===== config.mk =====
export PLATFORM = sky130hd
export DESIGN_NAME = uart_tx_kuyruk_flat
export DESIGN_NICKNAME = d
export VERILOG_FILES = /design/src/rtl/uart_tx_kuyruk_if.sv /design/src/rtl/uart_tx_kuyruk.sv /design/src/flat_wrapper.sv
export SDC_FILE = /design/constraint.sdc
export NUM_CORES = 1
export LEC_CHECK = 0
export ABC_CLOCK_PERIOD_IN_PS = 1850
export CORE_ASPECT_RATIO = 1.5
export CORE_MARGIN = 2
export CORE_UTILIZATION = 54
export DETAILED_ROUTE_END_ITERATION = 8
export PLACE_DENSITY = 0.76
export REMOVE_ABC_BUFFERS = 1
export SLEW_MARGIN = 0
export SYNTH_ARGS = -nofsm -noshare
export SYNTH_HDL_FRONTEND = slang
export SYNTH_SLANG_ARGS = --single-unit

===== constraint.sdc =====
create_clock -name clk_i -period 1.85 [get_ports clk_i]
set_clock_uncertainty 0.15 [all_clocks]
set_input_delay 0.2775 -clock clk_i [delete_from_list [all_inputs] [get_ports clk_i]]
set_output_delay 0.2775 -clock clk_i [all_outputs]
set_load 0.03 [all_outputs]

===== src/rtl/uart_tx_kuyruk_if.sv =====
// Producer/transmitter handshake bundle for the uart_tx_kuyruk byte queue.
// The master side drives the queue, and the queue itself takes the slave side.
interface uart_tx_kuyruk_if #(
  parameter int DERINLIK  = 16,
  parameter int ADRES_BIT = $clog2(DERINLIK)
);
  logic                 temizle_i;
  logic                 yaz_gecerli_i;
  logic [7:0]           yaz_veri_i;
  logic                 yaz_hazir_o;
  logic                 oku_gecerli_o;
  logic [7:0]           oku_veri_o;
  logic                 tuket_i;
  logic [ADRES_BIT:0]   doluluk_o;
  logic                 bos_o;
  logic                 dolu_o;
  logic                 tasma_o;

  modport master (
    output temizle_i, yaz_gecerli_i, yaz_veri_i, tuket_i,
    input  yaz_hazir_o, oku_gecerli_o, oku_veri_o, doluluk_o, bos_o, dolu_o, tasma_o
  );

  modport slave (
    input  temizle_i, yaz_gecerli_i, yaz_veri_i, tuket_i,
    output yaz_hazir_o, oku_gecerli_o, oku_veri_o, doluluk_o, bos_o, dolu_o, tasma_o
  );
endinterface


===== src/rtl/uart_tx_kuyruk.sv =====
// First-word-fall-through byte queue feeding a UART transmitter; all status is registered.
// Optional sticky overflow flag enabled by defining UART_TX_KUYRUK_TASMA_EN.
module uart_tx_kuyruk #(
  parameter int DERINLIK  = 16,
  parameter int ADRES_BIT = $clog2(DERINLIK)
) (
  input  logic            clk_i,
  input  logic            rst_i,
  uart_tx_kuyruk_if.slave bus
);
  localparam logic [ADRES_BIT-1:0] ADR_BIR  = {{(ADRES_BIT-1){1'b0}}, 1'b1};
  localparam logic [ADRES_BIT:0]   SAYI_BIR = {{ADRES_BIT{1'b0}}, 1'b1};
  localparam logic [ADRES_BIT:0]   SAYI_TAM = (ADRES_BIT+1)'(DERINLIK);

  logic [7:0]           r_mem [DERINLIK];
  logic [ADRES_BIT-1:0] r_wr_ptr;
  logic [ADRES_BIT-1:0] r_rd_ptr;
  logic [ADRES_BIT:0]   r_doluluk;
  logic                 r_bos;
  logic                 r_dolu;
  logic                 r_hazir;
  logic                 r_gecerli;

  logic                 w_yaz;
  logic                 w_oku;
  logic [ADRES_BIT:0]   w_doluluk_sonraki;
  logic [7:0]           w_veri;

  // Accept/pop qualification and next occupancy; flush overrides both transfers.
  always_comb begin
    w_yaz             = bus.yaz_gecerli_i & ~r_dolu & ~bus.temizle_i;
    w_oku             = bus.tuket_i & ~r_bos & ~bus.temizle_i;
    w_doluluk_sonraki = r_doluluk;
    if (bus.temizle_i) begin
      w_doluluk_sonraki = {(ADRES_BIT+1){1'b0}};
    end else if (w_yaz && !w_oku) begin
      w_doluluk_sonraki = r_doluluk + SAYI_BIR;
    end else if (w_oku && !w_yaz) begin
      w_doluluk_sonraki = r_doluluk - SAYI_BIR;
    end else begin
      w_doluluk_sonraki = r_doluluk;
    end
  end

  // Pointer and status registers; flags derive from the next occupancy so they stay registered.
  always_ff @(posedge clk_i or posedge rst_i) begin
    if (rst_i) begin
      r_wr_ptr  <= {ADRES_BIT{1'b0}};
      r_rd_ptr  <= {ADRES_BIT{1'b0}};
      r_doluluk <= {(ADRES_BIT+1){1'b0}};
      r_bos     <= 1'b1;
      r_dolu    <= 1'b0;
      r_hazir   <= 1'b1;
      r_gecerli <= 1'b0;
    end else begin
      if (bus.temizle_i) begin
        r_wr_ptr <= {ADRES_BIT{1'b0}};
        r_rd_ptr <= {ADRES_BIT{1'b0}};
      end else begin
        if (w_yaz) begin
          r_wr_ptr <= r_wr_ptr + ADR_BIR;
        end
        if (w_oku) begin
          r_rd_ptr <= r_rd_ptr + ADR_BIR;
        end
      end
      r_doluluk <= w_doluluk_sonraki;
      r_bos     <= (w_doluluk_sonraki == {(ADRES_BIT+1){1'b0}});
      r_dolu    <= (w_doluluk_sonraki == SAYI_TAM);
      r_hazir   <= (w_doluluk_sonraki != SAYI_TAM);
      r_gecerli <= (w_doluluk_sonraki != {(ADRES_BIT+1){1'b0}});
    end
  end

  // Byte storage; contents survive flush and reset because the empty mux hides them.
  always_ff @(posedge clk_i) begin
    if (w_yaz) begin
      r_mem[r_wr_ptr] <= bus.yaz_veri_i;
    end
  end

  // Head byte is forced to zero while empty so stale storage never leaks out.
  always_comb begin
    if (r_bos) begin
      w_veri = 8'h00;
    end else begin
      w_veri = r_mem[r_rd_ptr];
    end
  end

  assign bus.yaz_hazir_o   = r_hazir;
  assign bus.oku_gecerli_o = r_gecerli;
  assign bus.oku_veri_o    = w_veri;
  assign bus.doluluk_o     = r_doluluk;
  assign bus.bos_o         = r_bos;
  assign bus.dolu_o        = r_dolu;

`ifdef UART_TX_KUYRUK_TASMA_EN
  logic r_tasma;

  // Sticky overflow: any write attempt against a full queue; only flush or reset clears it.
  always_ff @(posedge clk_i or posedge rst_i) begin
    if (rst_i) begin
      r_tasma <= 1'b0;
    end else if (bus.temizle_i) begin
      r_tasma <= 1'b0;
    end else if (bus.yaz_gecerli_i && r_dolu) begin
      r_tasma <= 1'b1;
    end else begin
      r_tasma <= r_tasma;
    end
  end

  assign bus.tasma_o = r_tasma;
`else
  assign bus.tasma_o = 1'b0;
`endif

endmodule


===== src/flat_wrapper.sv =====
// flat-port wrapper written by rule: the top's interface ports become plain ports
module uart_tx_kuyruk_flat 
#(
  parameter int DERINLIK  = 16,
  parameter int ADRES_BIT = $clog2(DERINLIK)
)
  (clk_i, rst_i, bus_temizle_i, bus_yaz_gecerli_i, bus_yaz_veri_i, bus_tuket_i, bus_yaz_hazir_o, bus_oku_gecerli_o, bus_oku_veri_o, bus_doluluk_o, bus_bos_o, bus_dolu_o, bus_tasma_o);
  uart_tx_kuyruk_if #(.DERINLIK(DERINLIK), .ADRES_BIT(ADRES_BIT)) bus_i ();
  input  logic clk_i;
  input  logic rst_i;
  input wire logic [$bits(bus_i.temizle_i)-1:0] bus_temizle_i;
  input wire logic [$bits(bus_i.yaz_gecerli_i)-1:0] bus_yaz_gecerli_i;
  input wire logic [$bits(bus_i.yaz_veri_i)-1:0] bus_yaz_veri_i;
  input wire logic [$bits(bus_i.tuket_i)-1:0] bus_tuket_i;
  output wire logic [$bits(bus_i.yaz_hazir_o)-1:0] bus_yaz_hazir_o;
  output wire logic [$bits(bus_i.oku_gecerli_o)-1:0] bus_oku_gecerli_o;
  output wire logic [$bits(bus_i.oku_veri_o)-1:0] bus_oku_veri_o;
  output wire logic [$bits(bus_i.doluluk_o)-1:0] bus_doluluk_o;
  output wire logic [$bits(bus_i.bos_o)-1:0] bus_bos_o;
  output wire logic [$bits(bus_i.dolu_o)-1:0] bus_dolu_o;
  output wire logic [$bits(bus_i.tasma_o)-1:0] bus_tasma_o;
  assign bus_i.temizle_i = bus_temizle_i;
  assign bus_i.yaz_gecerli_i = bus_yaz_gecerli_i;
  assign bus_i.yaz_veri_i = bus_yaz_veri_i;
  assign bus_i.tuket_i = bus_tuket_i;
  assign bus_yaz_hazir_o = bus_i.yaz_hazir_o;
  assign bus_oku_gecerli_o = bus_i.oku_gecerli_o;
  assign bus_oku_veri_o = bus_i.oku_veri_o;
  assign bus_doluluk_o = bus_i.doluluk_o;
  assign bus_bos_o = bus_i.bos_o;
  assign bus_dolu_o = bus_i.dolu_o;
  assign bus_tasma_o = bus_i.tasma_o;
  uart_tx_kuyruk #(.DERINLIK(DERINLIK), .ADRES_BIT(ADRES_BIT)) u_core (.clk_i(clk_i), .rst_i(rst_i), .bus(bus_i));
endmodule

==> results.sh, run 1 <==
export IMPL_io_pins=31
export IMPL_drt_total_wl_um=12000
export IMPL_tightest_slew_ns=0.540
export IMPL_wl_met2_um=6580
export IMPL_fin_util_pct=70.2
export IMPL_chipHeight_um=132
export IMPL_p_per_area_nw_per_um2=1220
export IMPL_ys_ff_latch=145
export IMPL_ys_types=45
export IMPL_power_frac_seq_pct=41.4
export IMPL_max_freq_ghz=0.399
export IMPL_track_usage_pct=22.5
export IMPL_worstPathRequired_ns=1.42
export IMPL_p_comb_share_pct=19.8
export IMPL_power_internal_w=0.00681
export IMPL_root_buffer="clkbuf_16"
export IMPL_netlist_instances=322
export IMPL_rr_worst_depth=6
export IMPL_setup_viol_count_final=12
export IMPL_grt_pass1_wl_um=19000
export IMPL_drive_gt1_share_pct=37.1
export IMPL_num_vias=3215
export IMPL_hold_ws_ns=0.0359
export IMPL_clk_pin_slew_ns=0.06
export IMPL_fin_nets=429
export IMPL_dr_pass1_iters=4
export IMPL_synth_area_um2=5920
export IMPL_grt_max_degree=21
export IMPL_switching_power_w=0.00229
export IMPL_hold_viol=0
export IMPL_setup_ws_ns=-0.659
export IMPL_synth_top_area_share_pct=64.9
export IMPL_yosysWarnings=0
export IMPL_vias_per_cell=5.69
export IMPL_synth_top_cells_by_area="edfxtp_1 (65%), mux4_2 (12%), dfrtp_1 (6.3%)"
export IMPL_detail_route_wl_per_cell_um=21.2
export IMPL_cts_sinks=145
export IMPL_slowest_stage="mux4_2"
export IMPL_start_util_pct=55.6
export IMPL_synthArstFlopShare_pct=11.7
export IMPL_reg2reg_slack_ns=-0.15
export IMPL_antenna_found_initial=0
export IMPL_period_share_pct=136
export IMPL_crit_fanout=17
export IMPL_top_layer_used="met4"
export IMPL_grt_ovfl_total=0
export IMPL_drtIter0Drc=197
export IMPL_synth_edff_count=128
export IMPL_rsz0062_at_grt="true"
export IMPL_ys_seq_area_share_pct=72.2
export IMPL_swShare_pct=25.2
export IMPL_clockBufferDepth=2
export IMPL_rows=46
export IMPL_rr_startpoint="u_core.bus.bos_o$_DFF_PP1_"
export IMPL_syn2layout_area_growth_pct=26.3
export IMPL_end_kind="primary output"
export IMPL_grt_pass1_vias=3426
export IMPL_hold_path_class="in -> async"
export IMPL_path_cells="buf_12 > mux4_2 > mux2i_1 > o22ai_1 > buf_4"
export IMPL_portBuffers=29
export IMPL_wl_met3_um=626
export IMPL_drcViolationCount=0
export IMPL_numCtsBuffers=17
export IMPL_status="complete, but fails checks"
export IMPL_timing_max_transition_violations_final=0
export IMPL_cts_max_level=4
export IMPL_start_kind="register"
export IMPL_synth_ff_type="edfxtp_1"
export IMPL_drv_cap=0
export IMPL_dieArea_um2=11800
export IMPL_dp_hpwl_um=7940
export IMPL_period_needed_ns=2.51
export IMPL_synth_top_area_cell="edfxtp_1"
export IMPL_clkPwrFrac_pct=38.9
export IMPL_r2r_end="u_core.bus.yaz_hazir_o$_DFF_PP1_"
export IMPL_synth_top_cells_by_count="edfxtp_1 (128), mux4_2 (32), nor2_1 (23), mux2i_1 (16), dfrtp_1 (15)"
export IMPL_synth_most_common_cell="edfxtp_1"
export IMPL_violations="setup timing"
export IMPL_wl_met1_um=4380
export IMPL_cts_tree="yes"
export IMPL_slowest_delay_ns=0.53
export IMPL_synth_area_per_cell_um2=18.4
export IMPL_detail_route_antenna_nets=0
export IMPL_path_class="reg -> out"
export IMPL_slew_headroom_pct=63.9
export IMPL_clk_latency_ns=0.41
export IMPL_core_um2=10600
export IMPL_diodes=0
export IMPL_gp_congestion=0.920
export IMPL_power_leakage_nw=2.62
export IMPL_arrival_ns=2.08
export IMPL_die_w_um=89.5
export IMPL_vdd_drop_max_mv=0.817
-- routing by layer --
metal | up-vias | global-route usage, %
met5 | - | 0
met4 | 0 | 10.5
met1 | 1603 | 27.6
li1 | 1442 | -
met3 | 30 | 5.95
met2 | 140 | 36.8
-- cell usage in the layout, fill, tap and decap left out, types with 3 or more instances in the layout --
master           synthesis  routed
nand3_1                  4       3
mux2i_1                 16      16
nand2b_1                 4       3
bufinv_16                0       4
clkbuf_16                0      17
dfrtp_1                 15      14
mux4_2                  32      32
buf_4                    2      59
ha_1                     7       5
inv_1                    5       3
edfxtp_1               128     128
nor2_1                  23      22
inv_6                    0       3
nor3_2                   0       5
clkdlybuf4s50_1          0      12
clkinvlp_4               0       3
buf_12                   0       4
dlygate4sd2_1            0       7
buf_6                    2       3
xor2_1                   4       4
a21oi_1                  3       3
o22ai_1                  8       8
nand2_1                 14      14
-- metrics by stage --
step / instances / TNS (ns) / total power, W / cell area [um2] / worst slack, ns
CTS: 562 / -5.60 / 0.00910 / 7410 / -0.690
detailed placement: 531 / -46.43 / 0.00552 / 6730 / -0.518
finish: 565 / -5.41 / 0.00910 / 7480 / -0.659
global route: 565 / -6.98 / 0.00943 / 7480 / -0.764
floorplan: 303 / -33.67 / 0.00480 / 5820 / -1.06
global placement: 531 / -36.27 / 0.00549 / 6730 / -0.428
-- worst max-delay path by stage --
stage	start	to	slack (ns)	depth (start not counted)
6_report	u_core.r_rd_ptr[0]$_DFFE_PP0P_	bus_oku_veri_o[4]	-0.66	5
5_1_grt	u_core.r_rd_ptr[0]$_DFFE_PP0P_	bus_oku_veri_o[5]	-0.76	5
4_1_cts	u_core.r_rd_ptr[0]$_DFFE_PP0P_	bus_oku_veri_o[4]	-0.69	5
3_5_place_dp	bus_yaz_gecerli_i	u_core.bus.oku_gecerli_o$_DFF_PP0_	-0.52	6
3_3_place_gp	bus_yaz_gecerli_i	u_core.bus.oku_gecerli_o$_DFF_PP0_	-0.43	6
2_1_floorplan	u_core.r_rd_ptr[0]$_DFFE_PP0P_	bus_oku_veri_o[6]	-1.06	3
-- kinds of logic after synthesis --
family	Yosys count	share of synthesized area, %
compound gates	20	2.28
simple gates	69	5.79
flops	145	72.2
xor+xnor	6	0.888
fa+ha+maj	7	1.48
other cells	1	0.0634
mux	50	15.3
buf+inv	24	2.01
-- timing repair --
item	in CTS	in global routing
pin swaps	2	1
setup buffers	0	3
setup endpoints to repair	118	98
resized for setup	25	12
hold buffers	0	0
-- state kept, by name, indices dropped and copies added, names as in the netlist --
register                  cells
u_core.bus.bos_o              1
u_core.r_wr_ptr               4
u_core.bus.yaz_hazir_o        1
u_core.bus.dolu_o             1
u_core.r_mem                128
u_core.bus.doluluk_o          5
u_core.bus.oku_gecerli_o      1
u_core.r_rd_ptr               4
-- worst max-delay path: cells and delay by family, from the launching register on --
kind	cells	cell delay (ns)
multiplexers	2	0.72
flip-flops	1	0.42
buffers and inverters	2	0.40
AO/OA/AOI/OAI	1	0.13
-- area by class of cell --
cell class              instances  area, um2
clock inverters                12        183
inverters                       5       18.8
well taps                     144        180
multi-input cells             153       1630
fillers                       653       3170
flip-flops and latches        145       4270
repair buffers                 87        759
clock buffers                  19        433
-- power by group through the flow --
stage               clock, W  sequential (W)  combinational [W]
floorplan                  0         0.00401           0.000792
global placement           0         0.00382            0.00167
detailed placement         0         0.00382            0.00170
CTS                  0.00359         0.00376            0.00176
global route         0.00372         0.00377            0.00194
finish               0.00354         0.00376            0.00180
Note: power is estimated with default switching activity, not from simulation.
==> run 2, diff against run 1 <==
--- a/config.mk
+++ b/config.mk
@@ -5,6 +5,7 @@
 export SDC_FILE = /design/constraint.sdc
 export NUM_CORES = 1
 export LEC_CHECK = 0
+export ABC_AREA = 0
 export ABC_CLOCK_PERIOD_IN_PS = 1850
 export CORE_ASPECT_RATIO = 1.5
 export CORE_MARGIN = 2
==> results of run 2 <==
No change in the layout: final DEF, timing and power equal those of run 1.
